`config.mk`:
```
export PLATFORM = sky130hd
export DESIGN_NAME = pipe_stage_chain
export DESIGN_NICKNAME = d
export VERILOG_FILES = /design/src/rtl/pipe_stage_chain.sv
export SDC_FILE = /design/constraint.sdc
export NUM_CORES = 1
export LEC_CHECK = 0
export ABC_AREA = 1
export ABC_CLOCK_PERIOD_IN_PS = 4000
export BUFFER_PORTS_ARGS = -buffer_cell sky130_fd_sc_hd__buf_2
export CORE_UTILIZATION = 50
export CTS_BUF_LIST = sky130_fd_sc_hd__clkbuf_16
export CTS_CLUSTER_SIZE = 12
export DETAILED_ROUTE_END_ITERATION = 7
export GPL_ROUTABILITY_DRIVEN = 0
export PLACE_DENSITY_LB_ADDON = 0.05
export SLEW_MARGIN = 5
export SYNTH_ARGS = -nofsm -noshare
export SYNTH_HDL_FRONTEND = slang
export SYNTH_SLANG_ARGS = --single-unit
```
`constraint.sdc`:
```
create_clock -name clk -period 4 [get_ports clk]
set_input_delay 0.2 -clock clk [delete_from_list [all_inputs] [get_ports clk]]
set_output_delay 0.2 -clock clk [all_outputs]
set_load 0.05 [all_outputs]
```
`src/rtl/pipe_stage_chain.sv`:
```
// Elastic pipeline-register chain: STAGES stages, each holding a valid bit,
// a payload and a sequence tag. Every stage has its own stall and flush
// control; empty stages do not propagate backpressure, so bubbles are
// squeezed out while the output is blocked.
module pipe_stage_chain #(
    parameter int DW     = 32,
    parameter int STAGES = 4,
    parameter int TAG_W  = 5,
    parameter int CNT_W  = 16
) (
    input  logic                         clk,
    input  logic                         reset,
    input  logic                         in_valid,
    input  logic [DW-1:0]                in_data,
    output logic                         in_ready,
    input  logic [STAGES-1:0]            stall_mask,
    input  logic [STAGES-1:0]            flush_mask,
    output logic                         out_valid,
    output logic [DW-1:0]                out_data,
    output logic [TAG_W-1:0]             out_tag,
    input  logic                         out_ready,
    output logic [STAGES-1:0]            stage_valid,
    output logic [$clog2(STAGES+1)-1:0]  occupancy,
    output logic [CNT_W-1:0]             drop_count
);

    localparam int OCC_W = $clog2(STAGES + 1);
    // Sum wide enough for counter plus one cycle's worth of drops, with carry.
    localparam int SUM_W = ((CNT_W > OCC_W) ? CNT_W : OCC_W) + 1;
    localparam logic [SUM_W-1:0] DROP_MAX = (SUM_W'(1) << CNT_W) - SUM_W'(1);

    logic [STAGES-1:0] valid_q;
    logic [DW-1:0]     data_q [STAGES];
    logic [TAG_W-1:0]  tag_q  [STAGES];
    logic [TAG_W-1:0]  next_tag_q;
    logic [CNT_W-1:0]  drop_q;

    logic [STAGES-1:0] hold;
    logic [STAGES-1:0] load_valid;
    logic [STAGES-1:0] valid_d;
    logic [OCC_W-1:0]  drop_n;
    logic [SUM_W-1:0]  drop_sum;
    logic              accept;

    // Backpressure chain: a stage holds if stalled, or if it is occupied and
    // the stage ahead of it holds. Empty stages break the chain.
    always_comb begin
        // NOTE: every variable written here gets a default first, so no path
        // through the block can leave it unassigned and infer a latch.
        hold = '0;
        hold[STAGES-1] = stall_mask[STAGES-1] | (valid_q[STAGES-1] & ~out_ready);
        for (int i = STAGES - 2; i >= 0; i--) begin
            hold[i] = stall_mask[i] | (hold[i+1] & valid_q[i]);
        end
    end

    assign in_ready = ~hold[0];
    assign accept   = in_valid & ~hold[0];

    // Per-stage incoming valid, next valid bit and number of flushed entries.
    always_comb begin
        load_valid = '0;
        valid_d    = '0;
        drop_n     = '0;
        load_valid[0] = in_valid;
        for (int i = 1; i < STAGES; i++) begin
            load_valid[i] = valid_q[i-1] & ~hold[i-1];
        end
        for (int i = 0; i < STAGES; i++) begin
            if (flush_mask[i]) begin
                // Flush beats stall: a held entry or an arriving entry is killed.
                valid_d[i] = 1'b0;
                if (hold[i] ? valid_q[i] : load_valid[i]) begin
                    drop_n = drop_n + OCC_W'(1);
                end
            end else if (hold[i]) begin
                valid_d[i] = valid_q[i];
            end else begin
                valid_d[i] = load_valid[i];
            end
        end
    end

    assign drop_sum = SUM_W'(drop_q) + SUM_W'(drop_n);

    // Stage registers, tag counter and saturating drop counter.
    always_ff @(posedge clk) begin
        if (reset) begin
            valid_q    <= '0;
            next_tag_q <= '0;
            drop_q     <= '0;
            // NOTE: the payload and tag arrays are cleared as well because
            // out_data/out_tag must read zero straight after reset.
            for (int i = 0; i < STAGES; i++) begin
                data_q[i] <= '0;
                tag_q[i]  <= '0;
            end
        end else begin
            // NOTE: non-blocking assignments let each stage capture its
            // neighbour's pre-edge contents, so the whole chain shifts at once.
            valid_q <= valid_d;
            drop_q  <= (drop_sum > DROP_MAX) ? DROP_MAX[CNT_W-1:0] : drop_sum[CNT_W-1:0];
            if (accept) begin
                next_tag_q <= next_tag_q + TAG_W'(1);
                data_q[0]  <= in_data;
                tag_q[0]   <= next_tag_q;
            end
            // Payload moves only with a valid entry; bubbles leave it untouched.
            for (int i = 1; i < STAGES; i++) begin
                if (load_valid[i] && !hold[i]) begin
                    data_q[i] <= data_q[i-1];
                    tag_q[i]  <= tag_q[i-1];
                end
            end
        end
    end

    // Occupancy is the population count of the registered valid bits.
    always_comb begin
        occupancy = '0;
        for (int i = 0; i < STAGES; i++) begin
            occupancy = occupancy + OCC_W'(valid_q[i]);
        end
    end

    assign stage_valid = valid_q;
    assign out_valid   = valid_q[STAGES-1];
    assign out_data    = data_q[STAGES-1];
    assign out_tag     = tag_q[STAGES-1];
    assign drop_count  = drop_q;

endmodule

```
== Yosys cells after proc, flatten, opt, wreduce, memory -nomap -nowiden ==
Memories as Yosys holds them, arrays and structs flattened.
Cells that the tools add are included.
W data, S select, Z words.

* Memory bits (writable): 148
* Output and inout bits: 62
* Input port bits: 44
* Flip-flop bits (word level): 25
* Memories: 2
* Word-level logic and storage cells: 86

{| class="wikitable"
|+ Memory list
! name !! depth !! width !! read ports !! clocked after memory_dff !! write ports !! RTL line !! text
|-
| data_q || 4 || 32 || 4 || 0 || 4 || 33 || <nowiki>logic [DW-1:0] data_q [STAGES];</nowiki>
|-
| tag_q || 4 || 5 || 4 || 0 || 4 || 34 || <nowiki>logic [TAG_W-1:0] tag_q [STAGES];</nowiki>
|}

* Reduce and logical (&&, ||, !) cells: 10
* Bitwise operators: 24
* Add/subtract/negate cells: 8
* $lt $le $gt $ge: 1
* Multiplexer cells: 35

{| class="wikitable"
|+ Operators by type and width
! cell !! number
|-
| $mux W32 || 4
|-
| $mux W1 || 20
|-
| $mux W5 || 4
|-
| $mux W3 || 6
|-
| $add A16 B3 Y17 || 1
|-
| $gt A17 B16 Y1 const B || 1
|-
| $mux W16 || 1
|-
| $or A1 B1 Y1 || 12
|-
| $add A3 B1 Y3 const B || 3
|-
| $and A1 B1 Y1 || 8
|-
| $reduce_or A2 Y1 || 4
|-
| $add A5 B1 Y5 const B || 1
|-
| $not A1 Y1 || 4
|-
| $add A2 B1 Y3 || 1
|-
| $add A3 B1 Y3 || 1
|-
| $logic_and A1 B1 Y1 || 3
|-
| $logic_not A1 Y1 || 3
|-
| $add A1 B1 Y2 || 1
|}

== Depth between registers and ports, before layout ==
Gate-level depths: netlist of the first run.

* Depth after elaboration: 24
* Gate-level depth with buffers: 32

== Least setup slack after synthesis of the first run ==
Ideal clock, no wire load.

* Kind: reg2reg
* Start point: register valid_q[3] (netlist: stage_valid[3])
* End point: register drop_q[12] (netlist: drop_count[12])
* Period minus slack after synthesis: 4.502 ns
* Setup time: 0.071 ns
* Data arrival time: 4.431 ns
* Path slack: -0.502 ns
* Data required time: 3.929 ns
* Stages on the path, launching flop included: 31
* Cells stage by stage: dfxtp_1 > nand2_1 > nand2_1 > nand2_1 > nand2_1 > nand2_1 > nand2_1 > nand2_1 > nand2_1 > nor2_1 > a21oi_1 > inv_1 > ha_1 > nand2_1 > nand2_1 > ha_1 > nand2_1 > nand2_1 > ha_1 > inv_1 > nand2_1 > o21ai_1 > fa_1 > nor2_1 > nor2_1 > nor2_2 > nand2_2 > or3b_1 > buf_6 > buf_12 > a21oi_4

* Cells in the longest elaborated chain, start to end: 23
* Elaborated cells on any way between the ends: 32
* Classes of those cells: add/sub (4); order compare (1); mux (13); bitwise (14)

{| class="wikitable"
|+ Ends and longest elaborated chain
! what !! RTL line !! text
|-
| from (decl) || 32 || <nowiki>logic [STAGES-1:0] valid_q;</nowiki>
|-
| from (signal assigned) || 101 || <nowiki>valid_q <= valid_d;</nowiki>
|-
| $and A1 B1 Y1 || 51 || <nowiki>hold[STAGES-1] = stall_mask[STAGES-1] | (valid_q[STAGES-1] & ~out_ready);</nowiki>
|-
| $or A1 B1 Y1 || 51 ||
|-
| $and A1 B1 Y1 || 53 || <nowiki>hold[i] = stall_mask[i] | (hold[i+1] & valid_q[i]);</nowiki>
|-
| $or A1 B1 Y1 || 53 ||
|-
| $and A1 B1 Y1 || 53 ||
|-
| $or A1 B1 Y1 || 53 ||
|-
| $and A1 B1 Y1 || 53 ||
|-
| $or A1 B1 Y1 || 53 ||
|-
| [... 7 more ...] || n/a ||
|-
| $mux W3 || 73 || <nowiki>if (hold[i] ? valid_q[i] : load_valid[i]) begin</nowiki>
|-
| $mux W3 || 70 || <nowiki>if (flush_mask[i]) begin</nowiki>
|-
| $add A3 B1 Y3 || 74 || <nowiki>drop_n = drop_n + OCC_W'(1);</nowiki>
|-
| $mux W3 || 73 ||
|-
| $mux W3 (*) || 70 ||
|-
| $add A16 B3 Y17 (*) || 84 || <nowiki>assign drop_sum = SUM_W'(drop_q) + SUM_W'(drop_n);</nowiki>
|-
| $gt A17 B16 Y1 || 102 || <nowiki>drop_q <= (drop_sum > DROP_MAX) ? DROP_MAX[CNT_W-1:0] : drop_sum[CNT_W-1:0];</nowiki>
|-
| $mux W16 (*) || 102 ||
|-
| to (signal assigned) || 102 ||
|-
| to (decl) || 36 || <nowiki>logic [CNT_W-1:0] drop_q;</nowiki>
|}

Every way passes the cells marked *; elsewhere a longest branch is shown, timed or not.
A chain may end at the register's enable or synchronous reset.

== Final worst setup path of the first run ==
* Start point: register valid_q[3] (netlist: stage_valid[3])
* End point: register drop_q[8] (netlist: drop_count[8])

Same word-level chain as after synthesis.

==> out/qor.csv, run 1 <==
stage;metric;value;unit
placed_design;Final HPWL DP;7.37;mm
pwr;Reg power frac;52.6;%
logic_synthesis;Seq/Total Area, Yosys;68.7;%
final_layout;commonest non-fill, non-tap cell in the layout;inv_1;
worst_setup_path;R2R Setup Slk;140;ps
cts;maximum buffer depth of the clock tree;2;
logic_synthesis;fraction of the mapped netlist area in simple logic gates;13.7;%
pwr;Power Density;444;nW/um^2
logic_synthesis;Syn Std Cell Area;7200;um^2
timing;Hold WS;74.3;ps
run_status;outcome;complete, no violations;
pwr;Leak;3.91;nW
logic_synthesis;Post-Synth Adder-Cell Area;2.12;%
worst_setup_path;CP Data Required Time;4350;ps
placed_design;DP Worst Slack;-103;ps
detailed_routing;vias per cell;4.44;
final_layout;layout cell share with drive strength beyond 1;26.0;%
die;Starting Density;51.5;%
detailed_routing;Iter 0 DRT Violations;169;
run;total of max-cap violations;0;
global_route;first-pass GRT wire length;19.0;mm
logic_synthesis;syn avg cell area;10.7;um^2
pwr;Logic pwr share;6.0;%
cts;# H-tree levels;4;
detailed_routing;Vias;4402;
min_path;worst hold endpoint;data_q[0][19]$_SDFFCE_PN0P_;
cts;CTS tree;done;
logic_synthesis;dominant cell type by area after synthesis;edfxtp_1;
cts;Worst-path clk slew;60;ps
timing;Sum Neg Setup Slack;0;ps
die;row count;43;
worst_setup_path;crit-path max cell delay;430;ps
pwr;NetSw;0.000837;W
detailed_routing;final WL;11.6;mm
pwr;Net Sw Frac;21.5;%
global_route;vias in the first global route;4297;
placed_design;IO Port Bufs;105;
timing;Max Fclk;259;MHz
min_path;HP Class;in -> reg;
worst_setup_path;Setup CP Type;reg -> reg;
logic_synthesis;mux contribution to synthesized area;0;%
logic_synthesis;syn nets;725;
worst_setup_path;Worst path most repeated cell;nand2_2;
timing;Tightest Pin Transition;1190;ps
die;IO Pins;106;
timing;crit share post-route;96.5;%
global_route;total gr overflow;0;
min_path;hold_sp;in_data[19];
worst_setup_path;reg2reg end;drop_count[8]$_SDFF_PP0_;
global_route;Global Route Usage Sum;16.7;%
worst_setup_path;Slowest cell on crit path;or3b_4;
global_route;largest net degree at the start of global routing;39;
timing;skew final;9.53;ps
logic_synthesis;Yosys warnings;0;
detailed_routing;number of routed nets with antenna violations;0;
cts;TritonCTS Buffers;17;
worst_setup_path;Arrival @ worst endpoint;4210;ps
die;height of the die;122;um
worst_setup_path;critical path startpoint category;register;
pwr;internal power;0.00306;W
global_route;initial antenna violation count;0;
detailed_routing;Initial DRT Pass Iterations;5;
die;die area;14900;um^2
timing;final setup fails;0;
logic_synthesis;Synth Area in Compound Gates;2.64;%
die;area of the core;14000;um^2
timing;Setup WS post-layout;140;ps
detailed_routing;post-detailed-route wirelength per cell;11.7;um
worst_setup_path;crit end category;register;
timing;Final Max Tran Viols;0;
die;die extent in x;122;um
cts;clk sink count;173;
logic_synthesis;XOR/XNOR Fraction of Synth Area;1.70;%
pwr;Max VDD drop;0.000275;V
timing;Final min period;3860;ps
worst_setup_path;R2R depth;29;
final_layout;fill cell count;1143;
worst_setup_path;CP Max Fanout;8;
worst_setup_path;RR Startpoint;stage_valid[3]$_SDFF_PP0_;
min_path;hold-critical path depth;3;
logic_synthesis;largest family of logic cells by synthesized area;simple AND/OR/NAND/NOR gates;
detailed_routing;DRC violations left;0;
timing;RSZ-0062 raised after global routing;yes;
final_layout;Antenna Cells;0;
final_layout;Final #Nets;854;
logic_synthesis;#FFs+latches synth;173;
pwr;clock power share;41.5;%
cts;Root Buffer;clkbuf_16;
logic_synthesis;Synth top area share;61.7;%
timing;final hold viol count;0;
logic_synthesis;top post-synthesis cells by area;edfxtp_1 62%, inv_1 9.2%, nor2_1 8.3%;
logic_synthesis;synthesized instance count;670;
cts;Worst-Skew Late Latency;420;ps
final_layout;Area growth syn-to-layout;22.0;%
timing;Max-slew headroom;20.2;%
logic_synthesis;Distinct cells, synth;31;
final_layout;most frequent cells in the layout;180 x inv_1, 158 x nor2_1, 148 x edfxtp_1;
[Yosys cell counts, drive strengths merged]
cell type and number:
inv 183, nor2 162, edfxtp 148, nand2 47, dfxtp 25, a21oi 21, nand3 17, xor2 11
clkbuf 10, buf 9, ha 9, o21ai 8, nor3 7, nand4 3, xnor2 3, fa 2
nor4 2, nor3b 1, or2 1, or3b 1
[layout make-up]
cell class	count	area (um^2)	area share, %
clock buffer	17	425	4.84
clock inverter	15	159	1.81
sequential	173	4950	56.4
inverter	183	687	7.82
tap	180	225	2.56
timing repair buffer	129	731	8.32
multi-input combinational	295	1610	18.3
[per-stage QoR]
step,power [W],instances,instance area [um^2],utilization (%)
6_report,0.00390,992,8780,62.8
5_1_grt,0.00403,992,8780,62.8
4_1_cts,0.00392,986,8660,61.9
3_5_place_dp,0.00231,945,7950,56.9
3_3_place_gp,0.00230,945,7950,56.9
2_1_floorplan,0.00224,670,7230,-
[power by group through the flow]
stage | sequential [W] | combinational (W) | clock [W]
floorplan | 0.00215 | 0.0000953 | 0
global placement | 0.00209 | 0.000218 | 0
detailed placement | 0.00209 | 0.000220 | 0
CTS | 0.00205 | 0.000226 | 0.00165
global route | 0.00206 | 0.000256 | 0.00172
finish | 0.00205 | 0.000232 | 0.00162
[cell families after synthesis]
kind of cell               after synthesis
xor gates and xnor gates                14
and+or+nand+nor                        241
DFF                                    173
adders and majority gates               11
buffers and inverters                  202
AOI/OAI and AO/OA                       29
[what timing repair did]
action                                  CTS  global route
setup buffers                             5             6
hold buffers                              4             0
endpoints found under the setup margin   16            16
hold endpoints to repair                  4             0
resized for setup                        10            20
pin swaps                                 6            18
[worst max-delay path: cells and delay by family (launching register included)]
| kind | cells | cell delay, ps |
|---|---|---|
| simple gates | 19 | 1740 |
| fa+ha+maj | 4 | 990 |
| flops | 1 | 350 |
| xor+xnor | 1 | 160 |
| buf+inv | 3 | 280 |
| compound gates | 2 | 260 |
[per-layer routing]
layer	share of wire [%]	up-vias	wire length [um]	track usage, %
met2	48	107	5510	28.1
met4	1.8	0	203	7.79
met5	0	-	0	0
met1	46	1961	5330	20.0
li1	-	2315	-	-
met3	4.6	19	528	4.35
[flip-flops by register name, indices dropped and copies added (netlist names)]
name / count
tag_q: 20
stage_valid: 4
next_tag_q: 5
data_q: 128
drop_count: 16
[how the worst max path moves through the flow]
stage	slack, ps	depth (start not counted)	to	from
final	140	29	drop_count[8]$_SDFF_PP0_	stage_valid[3]$_SDFF_PP0_
after global routing	-80	29	drop_count[8]$_SDFF_PP0_	stage_valid[3]$_SDFF_PP0_
after CTS	50	29	drop_count[14]$_SDFF_PP0_	stage_valid[3]$_SDFF_PP0_
after detailed placement	-100	29	drop_count[13]$_SDFF_PP0_	stage_valid[3]$_SDFF_PP0_
after global placement	60	31	drop_count[13]$_SDFF_PP0_	out_ready
after floorplan	-90	9	data_q[1][0]$_SDFFCE_PN0P_	stage_valid[3]$_SDFF_PP0_
No activity file was read; power rests on OpenSTA's default activity.
==> inputs of run 2 (changes only) <==
Settings changed: ABC_AREA 1 to unset, BUFFER_PORTS_ARGS -buffer_cell sky130_fd_sc_hd__buf_2 to unset, DONT_BUFFER_PORTS set to 1.
==> run 2 against run 1 <==
  * Via count is 9.4% lower
  * Synthesized area decreased by 0.23%
  * Global-route usage grew 0.27 points
  * Combinational power shrank 44%
  * Clock skew decreased by 1.4 ps
  * Wire length increased by 0.95%
  * Non-clock buffer count down 68
  * Largest cell class unchanged
  * Highest routed layer unchanged
==> out/qor.csv, run 2 <==
stage;metric;value;unit;change
logic_synthesis;Synth top area share;61.8;%;was 61.7%
pwr;Power Density;434;nW/um^2;was 444 nW/um^2
timing;Max Fclk;253;MHz;was 259 MHz
logic_synthesis;Post-synth EDFFs;148;;unchanged
logic_synthesis;XOR/XNOR Fraction of Synth Area;1.18;%;was 1.70%
worst_setup_path;critical path startpoint category;register;;unchanged
global_route;first-pass GRT wire length;18.9;mm;was 19.0 mm
min_path;worst hold endpoint;drop_count[13]$_SDFF_PP0_;;was data_q[0][19]$_SDFFCE_PN0P_
detailed_routing;Vias;3987;;was 4402
timing;Setup WS post-layout;46.3;ps;was 140 ps
placed_design;IO Port Bufs;0;;was 105
die;IO Pins;106;;unchanged
worst_setup_path;Arrival @ worst endpoint;4260;ps;was 4210 ps
die;die area;14900;um^2;about the same
timing;Sum Neg Setup Slack;0;ps;unchanged
final_layout;register with the most flip-flops;data_q;;unchanged
global_route;vias in the first global route;3874;;was 4297
pwr;Max VDD drop;0.000296;V;was 0.000275 V
logic_synthesis;Post-synth top cells;151 x and2_1, 148 x edfxtp_1, 25 x dfxtp_1;;was 177 x inv_1, 160 x nor2_1, 148 x edfxtp_1
global_route;total gr overflow;0;;unchanged
logic_synthesis;Syn Std Cell Area;7190;um^2;was 7200 um^2
logic_synthesis;ys async rst share;0;%;unchanged
detailed_routing;final WL;11.7;mm;was 11.6 mm
die;die extent in x;122;um;about the same
logic_synthesis;most frequent cell after synthesis;and2_1;;was inv_1
timing;skew final;8.15;ps;was 9.53 ps
final_layout;commonest non-fill, non-tap cell in the layout;and2_1;;was inv_1
placed_design;Final HPWL DP;7.14;mm;was 7.37 mm
cts;Worst-path clk slew;60;ps;about the same
die;area of the core;13900;um^2;was 14000 um^2
final_layout;layout cell share with drive strength beyond 1;14.6;%;was 26.0%
detailed_routing;Initial DRT Pass Iterations;4;;was 5
detailed_routing;vias per cell;5.22;;was 4.44
final_layout;max reg flops;128;;unchanged
die;row count;43;;unchanged
final_layout;Antenna Cells;0;;unchanged
placed_design;DP Worst Slack;-38.5;ps;was -103 ps
global_route;GR Util met2;30.1;%;was 28.1%
logic_synthesis;dominant cell type by area after synthesis;edfxtp_1;;unchanged
detailed_routing;DRC violations left;0;;unchanged
logic_synthesis;fraction of the mapped netlist area in simple logic gates;19.6;%;was 13.7%
global_route;GRT met3 Usage;5.34;%;was 4.35%
logic_synthesis;top post-synthesis cells by area;edfxtp_1 62%, and2_1 13%, dfxtp_1 7.0%;;was edfxtp_1 62%, inv_1 9.2%, nor2_1 8.3%
cts;maximum buffer depth of the clock tree;2;;unchanged
die;height of the die;122;um;about the same
detailed_routing;post-detailed-route wirelength per cell;15.3;um;was 11.7 um
global_route;Global Route Usage Sum;17.0;%;was 16.7%
logic_synthesis;Distinct cells, synth;58;;was 31
timing;crit share post-route;98.8;%;was 96.5%
logic_synthesis;Post-Synth Adder-Cell Area;2.12;%;about the same
logic_synthesis;mux contribution to synthesized area;0.157;%;was 0%
logic_synthesis;syn avg cell area;14.0;um^2;was 10.7 um^2
worst_setup_path;R2R depth;22;;was 29
final_layout;Area growth syn-to-layout;19.7;%;was 22.0%
worst_setup_path;R2R Setup Slk;50;ps;was 140 ps
global_route;GRT Max-Usage Layer;met2;;unchanged
cts;CTS tree;done;;unchanged
global_route;largest net degree at the start of global routing;38;;was 39
timing;Final Max Tran Viols;0;;unchanged
logic_synthesis;synthesized instance count;514;;was 670
timing;Max-slew headroom;21.9;%;was 20.2%
timing;final hold viol count;0;;unchanged
global_route;met1 Resource Use GR;18.4;%;was 20.0%
min_path;hold_sp;reset;;was in_data[19]
logic_synthesis;Seq/Total Area, Yosys;68.8;%;was 68.7%
worst_setup_path;RR Startpoint;stage_valid[3]$_SDFF_PP0_;;unchanged
run_status;outcome;complete, no violations;;unchanged
logic_synthesis;main flop type after synthesis;edfxtp_1;;unchanged
logic_synthesis;#FFs+latches synth;173;;unchanged
logic_synthesis;Synth Area in Compound Gates;5.99;%;was 2.64%
timing;RSZ-0062 raised after global routing;yes;;unchanged
cts;Worst-Skew Late Latency;420;ps;about the same
timing;Final min period;3950;ps;was 3860 ps
worst_setup_path;CP Data Required Time;4310;ps;was 4350 ps
pwr;Leak;3.18;nW;was 3.91 nW
min_path;hold-critical path depth;4;;was 3
final_layout;most frequent cells in the layout;151 x and2_1, 148 x edfxtp_1, 40 x dlygate4sd3_1;;was 180 x inv_1, 158 x nor2_1, 148 x edfxtp_1
logic_synthesis;syn nets;569;;was 725
worst_setup_path;Setup CP Type;reg -> reg;;unchanged
run;total of max-cap violations;0;;unchanged
timing;final setup fails;0;;unchanged
detailed_routing;number of routed nets with antenna violations;0;;unchanged
cts;# H-tree levels;4;;unchanged
timing;Tightest Pin Transition;1170;ps;was 1190 ps
logic_synthesis;Yosys warnings;0;;unchanged
min_path;HP Class;in -> reg;;unchanged
die;Starting Density;51.6;%;was 51.5%
logic_synthesis;largest family of logic cells by synthesized area;simple AND/OR/NAND/NOR gates;;unchanged
cts;Root Buffer;clkbuf_16;;unchanged
global_route;initial antenna violation count;0;;unchanged
final_layout;Final #Nets;630;;was 854
worst_setup_path;CP Max Fanout;6;;was 8
worst_setup_path;reg2reg end;drop_count[14]$_SDFF_PP0_;;was drop_count[8]$_SDFF_PP0_
cts;clk sink count;173;;unchanged
cts;TritonCTS Buffers;17;;unchanged
worst_setup_path;crit end category;register;;unchanged
detailed_routing;Iter 0 DRT Violations;229;;was 169
==> run 2: metal layers <==
layer,wire [um],part of all wire [%],vias up
met1,4450,38,1906
li1,-,-,1964
met4,206,1.8,0
met3,562,4.8,19
met5,0,0,-
met2,6470,55,98
==> run 2: where the power goes <==
part	switching, W	internal, W
logic	0.0000743	0.0000551
registers	0.0000679	0.00202
clock network	0.000617	0.000891
==> run 2: logic make-up (layout without fill, tap and decap cells) <==
family / Yosys count / after routing
compound gates: 60 / 61
xor+xnor: 8 / 8
fa+ha+maj: 11 / 11
buf+inv: 37 / 105
flops: 173 / 173
mux: 1 / 1
simple gates: 224 / 225
==> run 2: how the worst max path moves through the flow <==
stage | start | end | slack (ps) | depth (start not counted)
2_1_floorplan | stage_valid[3]$_SDFF_PP0_ | drop_count[12]$_SDFF_PP0_ | -50 | 20
3_3_place_gp | stage_valid[2]$_SDFF_PP0_ | drop_count[7]$_SDFF_PP0_ | 70 | 20
3_5_place_dp | stage_valid[2]$_SDFF_PP0_ | drop_count[7]$_SDFF_PP0_ | -40 | 20
4_1_cts | stage_valid[3]$_SDFF_PP0_ | drop_count[15]$_SDFF_PP0_ | 1 | 21
5_1_grt | stage_valid[3]$_SDFF_PP0_ | drop_count[14]$_SDFF_PP0_ | -110 | 22
6_report | stage_valid[3]$_SDFF_PP0_ | drop_count[14]$_SDFF_PP0_ | 50 | 22
==> run 2: layout make-up <==
class	instances	area [um^2]
clock buffer	17	425
sequential	173	4950
multi-input combinational	306	2260
tap	180	225
inverter	16	60.1
clock inverter	11	108
timing repair buffer	61	566
fill	1089	5330
==> run 2: metrics by stage <==
step	cell area (um^2)	power (W)	util [%]	cells	hold WS (ps)
after floorplan	7250	0.00220	-	514	266
after global placement	7490	0.00222	53.8	685	270
after detailed placement	7490	0.00222	53.8	685	269
after CTS	8450	0.00376	60.7	755	34.4
after global routing	8600	0.00386	61.7	764	50.4
final	8600	0.00373	61.7	764	49.9
==> run 2: worst max-delay path: stages, from the launching register on <==
cell and delay, ps:
dfxtp_4 350, nand2b_4 90, a21oi_4 190, a31oi_4 120, nor2b_1 140, ha_1 240, nand2_1 70, o311ai_1 80
nor2_1 150, inv_1 60, ha_1 260, a21boi_4 140, or2_4 240, ha_4 250, nand3b_1 140, o31ai_2 100
fa_2 370, nand2b_4 170, a211oi_4 200, buf_6 170, buf_6 110, a41o_1 150, nor2_1 40
==> run 2: what timing repair did <==
| action | 4_1_cts | 5_1_grt |
|---|---|---|
| pin swaps | 2 | 15 |
| hold buffers | 40 | 0 |
| resized for setup | 2 | 17 |
| cloned | 0 | 2 |
| setup buffers | 2 | 7 |
| endpoints found under the setup margin | 13 | 16 |
| hold endpoints to repair | 56 | 0 |
